==> config.mk <==
export PLATFORM = sky130hd
export DESIGN_NAME = srt4_div_seq
export DESIGN_NICKNAME = d
export VERILOG_FILES = /design/src/rtl/srt4_div_seq.sv
export SDC_FILE = /design/constraint.sdc
export NUM_CORES = 1
export LEC_CHECK = 0
export CAP_MARGIN = 20
export CELL_PAD_IN_SITES_DETAIL_PLACEMENT = 0
export CELL_PAD_IN_SITES_GLOBAL_PLACEMENT = 1
export CORE_UTILIZATION = 50
export CTS_CLUSTER_SIZE = 16
export DETAILED_ROUTE_END_ITERATION = 12
export PLACE_DENSITY = 0.95
export SLEW_MARGIN = 20
export SYNTH_ARGS = -nofsm -noshare
export SYNTH_HDL_FRONTEND = slang
export SYNTH_SLANG_ARGS = --single-unit
==> constraint.sdc <==
create_clock -name clk -period 8.9 [get_ports clk]
set_input_delay 1.335 -clock clk [delete_from_list [all_inputs] [get_ports clk]]
set_output_delay 1.335 -clock clk [all_outputs]
set_load 0.03 [all_outputs]
==> src/rtl/srt4_div_seq.sv <==
// rtl/srt4_div_seq.sv - radix-4 SRT divider iteration controller with on-the-fly quotient conversion
module srt4_div_seq #(
    parameter int ITERS = 14,
    parameter int CNT_W = 4,
    localparam int QW = 2 * ITERS
) (
    input  logic          clk,
    input  logic          n_rst,
    input  logic          en,
    input  logic          start,
    input  logic          mul_n3,
    input  logic          mul_n2,
    input  logic          mul_n1,
    input  logic          mul_0,
    input  logic          mul_1,
    input  logic          mul_2,
    input  logic          mul_3,
    input  logic          rem_neg,
    input  logic          rem_zero,
    output logic          rem_load,
    output logic          rem_step,
    output logic [2:0]    dig,
    output logic          busy,
    output logic          done,
    output logic [QW-1:0] quot,
    output logic          sticky,
    output logic          err
);

    localparam logic [2:0] S_IDLE = 3'd0;
    localparam logic [2:0] S_LOAD = 3'd1;
    localparam logic [2:0] S_ITER = 3'd2;
    localparam logic [2:0] S_FIX  = 3'd3;
    localparam logic [2:0] S_DONE = 3'd4;

    logic [2:0]       state;
    logic [CNT_W-1:0] cnt;
    logic [QW-1:0]    q_r;
    logic [QW-1:0]    qm_r;

    logic [6:0]       mul_vec;
    logic [2:0]       dig_raw;
    logic             dig_ok;
    logic             step;
    logic [QW-1:0]    q4;
    logic [QW-1:0]    qm4;
    logic [QW-1:0]    dq;
    logic [QW-1:0]    q_nxt;
    logic [QW-1:0]    qm_nxt;

    assign mul_vec = {mul_3, mul_2, mul_1, mul_0, mul_n1, mul_n2, mul_n3};

    // Anything other than exactly one selector line is treated as a zero digit.
    always_comb begin
        dig_raw = 3'b000;
        dig_ok  = 1'b1;
        case (mul_vec)
            7'b0000001: dig_raw = 3'b101;
            7'b0000010: dig_raw = 3'b110;
            7'b0000100: dig_raw = 3'b111;
            7'b0001000: dig_raw = 3'b000;
            7'b0010000: dig_raw = 3'b001;
            7'b0100000: dig_raw = 3'b010;
            7'b1000000: dig_raw = 3'b011;
            default:    dig_ok  = 1'b0;
        endcase
    end

    assign step     = (state == S_ITER) && en;
    assign rem_step = step;
    assign dig      = step ? dig_raw : 3'b000;
    assign rem_load = (state == S_LOAD);
    assign busy     = (state != S_IDLE);
    assign done     = (state == S_DONE);

    assign q4  = {q_r[QW-3:0], 2'b00};
    assign qm4 = {qm_r[QW-3:0], 2'b00};
    assign dq  = {{(QW-3){dig_raw[2]}}, dig_raw};

    // Negative digits borrow from QM so no carry ever ripples through Q.
    always_comb begin
        q_nxt  = q4;
        qm_nxt = qm4 | QW'(3);
        if (dig_raw[2]) begin
            q_nxt  = qm4 + dq + QW'(4);
            qm_nxt = qm4 + dq + QW'(3);
        end else if (dig_raw != 3'b000) begin
            q_nxt  = q4 + dq;
            qm_nxt = q4 + dq - QW'(1);
        end
    end

    always_ff @(posedge clk or negedge n_rst) begin
        if (!n_rst) begin
            state  <= S_IDLE;
            cnt    <= '0;
            q_r    <= '0;
            qm_r   <= '1;
            quot   <= '0;
            sticky <= 1'b0;
            err    <= 1'b0;
        end else begin
            case (state)
                S_IDLE: begin
                    if (start) state <= S_LOAD;
                end
                S_LOAD: begin
                    q_r   <= '0;
                    qm_r  <= '1;
                    cnt   <= '0;
                    err   <= 1'b0;
                    state <= S_ITER;
                end
                S_ITER: begin
                    if (en) begin
                        q_r  <= q_nxt;
                        qm_r <= qm_nxt;
                        cnt  <= cnt + 1'b1;
                        if (!dig_ok) err <= 1'b1;
                        if (cnt == CNT_W'(ITERS - 1)) state <= S_FIX;
                    end
                end
                S_FIX: begin
                    quot   <= rem_neg ? qm_r : q_r;
                    sticky <= ~rem_zero;
                    state  <= S_DONE;
                end
                S_DONE: begin
                    state <= S_IDLE;
                end
                default: begin
                    state <= S_IDLE;
                end
            endcase
        end
    end

endmodule

# Word level (Yosys, flattened, before mapping)
# Cells that the tools add are included.
dict set report totals {
  register_bits 93
  input_bits 13
  output_inout_bits 37
}
dict set report classes {
  add_sub_neg 6
  eq_ne 16
  mux 21
  n_bitwise 1
  reduce_logical 9
}
# op n
set op_table {}
lappend op_table {{$mux 28} 7}
lappend op_table {{$pmux 28 s2} 2}
lappend op_table {{$add 28x28->28} 2}
lappend op_table {{$add 28x2->28 const B} 1}
lappend op_table {{$add 28x3->28 const B} 1}
lappend op_table {{$sub 28x1->28 const B} 1}
lappend op_table {{$pmux 3 s6} 1}
lappend op_table {{$mux 3} 4}
lappend op_table {{$pmux 3 s4} 1}
lappend op_table {{$pmux 4 s2} 1}
lappend op_table {{$eq 7x1->1 const B} 1}
lappend op_table {{$eq 7x2->1 const B} 1}
lappend op_table {{$eq 7x3->1 const B} 1}
lappend op_table {{$eq 7x4->1 const B} 1}
lappend op_table {{$eq 7x5->1 const B} 1}
lappend op_table {{$eq 7x6->1 const B} 1}
lappend op_table {{$eq 7x7->1 const B} 1}
lappend op_table {{$reduce_or 7->1} 1}
lappend op_table {{$eq 3x2->1 const B} 2}
lappend op_table {{$ne 2x2->1 const B} 3}
lappend op_table {{$reduce_and 3->1} 2}
lappend op_table {{$reduce_bool 3->1} 2}
lappend op_table {{$add 4x1->4 const B} 1}
lappend op_table {{$eq 4x4->1 const B} 1}
lappend op_table {{other kinds (11)} 13}

# Logic depth before layout (Yosys ltp)
dict set report depth {
  depth_word 8
  depth_mapped 24
  depth_no_buf 15
}

# Least setup slack after synthesis
# OpenSTA, ideal clock, no wires.
dict set report synth_path {
  kind {input to register}
  start {input port mul_1}
  end {register qm_r[27]}
  setup_ns 0.082
  arrival_ns 6.502
  slack_ns 2.316
  stages 22
  cell_sequence {clkbuf_1 -> nor4_2 -> o211ai_2 -> inv_1 -> buf_4 -> buf_4 -> buf_6 -> buf_2 -> buf_1 -> buf_1 -> ha_1 -> buf_2 -> nor2b_1 -> or4_4 -> mux2i_4 -> xor2_4 -> and4_4 -> nand4_4 -> nor4b_4 -> and4_4 -> a21boi_1 -> o31a_1}
}
dict set report synth_via {
  elab_chain_len 8
  elab_cells_between_ends 16
  cone_classes {4 x add/sub; 6 x eq/ne; 5 x mux; 1 x reduce/logical}
}
# item line
set synth_lines {}
lappend synth_lines {{start: declaration} 15} ;# input logic mul_1,
lappend synth_lines {{$eq 7x7->1 (tied with other cells)} 57} ;# case (mul_vec)
lappend synth_lines {{$pmux 3 s6 (*)} 57}
lappend synth_lines {{$add 28x28->28} 89} ;# qm_nxt = q4 + dq - QW'(1);
lappend synth_lines {{$sub 28x1->28} 89}
lappend synth_lines {{$mux 28} 87} ;# end else if (dig_raw != 3'b000) begin
lappend synth_lines {{$mux 28 (*)} 84} ;# if (dig_raw[2]) begin
lappend synth_lines {{$mux 28 (*)} 115} ;# if (en) begin
lappend synth_lines {{$pmux 28 s2 (*)} 103} ;# case (state)
lappend synth_lines {{end signal: assignment} 117} ;# qm_r <= qm_nxt;
lappend synth_lines {{end: declaration} 39} ;# logic [QW-1:0] qm_r;
# Every way passes the cells marked *; elsewhere a longest branch is shown, timed or not. The select of a mux whose other input is x is not followed.
# A chain may end at the register's enable or synchronous reset.

# Worst setup path after layout
dict set report layout_path {
  start {input port mul_n2}
  end {register qm_r[25]}
}
dict set report layout_via {
  elab_chain_len 8
  elab_cells_between_ends 16
  cone_classes {4 x add/sub; 6 x eq/ne; 5 x mux; 1 x reduce/logical}
}
# item line
set layout_lines {}
lappend layout_lines {{start: declaration} 12} ;# input logic mul_n2,
lappend layout_lines {{$eq 7x7->1 (tied with other cells)} 57}
lappend layout_lines {{$pmux 3 s6 (*)} 57}
lappend layout_lines {{$add 28x28->28} 89}
lappend layout_lines {{$sub 28x1->28} 89}
lappend layout_lines {{$mux 28} 87}
lappend layout_lines {{$mux 28 (*)} 84}
lappend layout_lines {{$mux 28 (*)} 115}
lappend layout_lines {{$pmux 28 s2 (*)} 103}
# Marks and branches as above.

==> key figures <==
Run status
  – Outcome: finished with violations
  – Failing checks: DRC

Cells and area
  – ANT cells: 0
  – Fillers: 1586
  – Area of the multi-input gates: 0.00592 mm^2
  – Design area: 0.00950 mm^2
  – Register area: 0.00236 mm^2
  – Nets: 1103
  – Area Growth Syn to Fin: 8.36%
  – Layout cell share with drive strength beyond 1: 8.80%
  – Non-filler cells, final: 1304

Die
  – Die W: 134 um
  – Initial core utilization: 50.9%
  – FP Rows: 48
  – Die Footprint: 0.0181 mm^2
  – Die Y-Extent: 134 um
  – Placeable Area: 0.0172 mm^2
  – Number of top-level pins: 50

Detailed routing
  – Vias per cell: 6.34
  – Wirelength per Cell: 18.9 um
  – Vias: 8271
  – 1st-iter DRT viols: 849
  – Routed Antenna Nets: 0
  – DRT Pass-1 Iters: 9
  – Routed wire length: 24600 um
  – Remaining DRCs: 1

Clock network
  – CTS Hold Buffers Added: 0
  – CTS tree: yes
  – Setup repair bufs after CTS: 0
  – CTS Buffer Depth: 2
  – Worst-skew pair later-pin latency: 0.35 ns
  – CTS Root Cell: clkbuf_16
  – CTS buffer count: 9
  – H-tree levels: 3
  – Total clock sinks: 93
  – Clock slew at reported path FFs: 0.07 ns
  – PostCTS Resize Cnt: 0

Worst setup path
  – Crit path DAT: 7.36 ns
  – Crit-path max FO: 41
  – Critical path endpoint: qm_r[25]
  – Crit Path Class: in -> reg
  – Critical R2R Capture: qm_r[25]
  – R2R Setup Slk: 4.51 ns
  – CP startpoint: mul_n2
  – RR Startpoint: q_r[0]
  – Required time of the worst setup path: 9.19 ns
  – CP endpoint kind: register
  – Startpoint types: primary input
  – Cell count of the worst reg-to-reg path: 11

STA
  – Final Hold Vio Count: 0
  – Post-route setup TNS: 0 ns
  – Period minus WS final: 7.06 ns
  – Final WS setup: 1.84 ns
  – Relative max-transition margin: 31.0%
  – Fmax: 0.142 GHz
  – Final setup fails: 0
  – RSZ-0062 raised after global routing: false
  – Worst-case clock skew: 0.0119 ns
  – Actual slew at the worst max-slew pin: 1.03 ns
  – Tcrit/Tclk final: 79.4%
  – Max Slew Vio Count: 0

Global routing
  – Grt peak-use layer: met2
  – Vias in the first global route: 7398
  – Met3 GRT Util: 3.67%
  – M2 GR Usage: 41.9%
  – Pin count of the biggest net entering global routing: 60
  – First-pass GRT wire length: 40100 um
  – Remaining Overflow, GRT: 0
  – Antenna violations before repair: 0
  – GRT Total Usage: 27.9%
  – Met1 Use GR: 41.4%

Logic synthesis
  – EDFF count, synth: 0
  – Most frequent cells after synthesis: nand2_1, o21ai_0, nor2_1, clkbuf_1, xnor2_1
  – Cell with the most instances after synthesis: nand2_1
  – Seq/Total Area, Yosys: 26.9%
  – Synth warn: 0
  – Post-synth ARST share: 100%
  – Register bit count reported by yosys: 93
  – Syn Nets: 1132
  – Synth area leader: dfrtp_1
  – Netlist Area Pre-Place: 0.00877 mm^2
  – Synth area leaders: dfrtp_1, dfstp_2, xnor2_1, mux2i_1, o21ai_0
  – Syn Inst Count: 1103
  – Top FF cell, synth: dfrtp_1
  – Syn_area_per_cell: 7.95 um^2
  – Yosys cell types: 94
  – Yosys top cell area share: 18.6%

Placed design
  – Post-placement cell area: 0.00920 mm^2
  – Hpwl dp: 17800 um
  – DP Worst Slack: 1.53 ns
  – IO Port Bufs: 49
  – Placer Congestion: 0.957
  – Dpl cells: 1288

Power
  – Max IR drop VDD: 0.000188 V
  – PD cells: 340 mW/mm^2
  – Pwr Total: 0.00323 W
  – LEAKAGE: 3.81 nW

Hold path
  – Cells on Worst Hold Path: 2
  – Worst Hold Class: reg -> reg

Flow run
  – Max cap viols: 0
-- placed cells by master (no fill, tap or decap), types with 40 or more instances in the layout --
master           count
mux2i_1             54
nor2_1              75
o21ai_0            106
nand2_1            115
dfrtp_1             65
clkdlybuf4s50_1     47
xnor2_1             68
a21oi_1             47
nand3_1             40
xor2_1              51
-- critical path, cell delays in order --
cell and delay [ns]:
clkdlybuf4s50_1 0.53, xor2_1 0.25, o211ai_4 0.77, inv_2 0.60, and2_1 0.35, ha_1 0.28, or4_1 0.60, or4_1 0.65
o41ai_2 0.60, mux2i_1 0.31, o2111ai_1 0.23, nor3_1 0.25, xnor2_1 0.12, o21ai_0 0.24, o221a_1 0.22
-- power by group --
group	internal (W)	leakage, nW	switching [W]
logic	0.000756	2.52	0.00113
clock network	0.000221	0.149	0.000172
registers	0.000634	1.14	0.000322
-- sequential cells by signal (all words and copies together) (netlist names) --
| name | flops |
|---|---|
| err | 1 |
| state | 3 |
| qm_r | 28 |
| q_r | 28 |
| cnt | 4 |
| quot | 28 |
| sticky | 1 |
-- cells by family (layout without fill, tap and decap cells) --
kind of cell,count (synthesis),after routing,synth area share [%]
simple gates,412,412,24.9
fa+ha+maj,16,16,2.37
buf+inv,119,95,5.72
flops,93,93,26.9
compound gates,286,286,21.2
xor+xnor,121,121,12.4
mux,56,56,6.55
-- metal layers --
layer	vias to the layer above	wire length [um]
met2	358	10700
met3	43	2020
met4	0	486
met1	3916	11400
met5	-	0
li1	3954	-
-- worst min-delay path by stage --
stage | end | startpoint | slack, ns
finish | quot[0] | quot[0] | 0.48
global route | quot[18] | quot[18] | 0.50
CTS | quot[27] | quot[27] | 0.48
detailed placement | err | err | 0.47
global placement | quot[3] | quot[3] | 0.46
floorplan | state[1] | state[2] | 0.46
-- per-stage QoR --
stage	hold WS [ns]	utilization, %
3_3_place_gp	0.462	53.4
3_5_place_dp	0.466	53.4
5_1_grt	0.500	55.1
2_1_floorplan	0.460	-
4_1_cts	0.484	55.1
6_report	0.477	55.1
-- area by class of cell --
class	instances	share of cell area, %
clock buffer	10	2.41
multi-input combinational	891	62.3
sequential	93	24.9
inverter	20	0.790
tap	225	2.96
clock inverter	6	0.764
timing repair buffer	59	5.87
(Power assumes the default switching activity.)
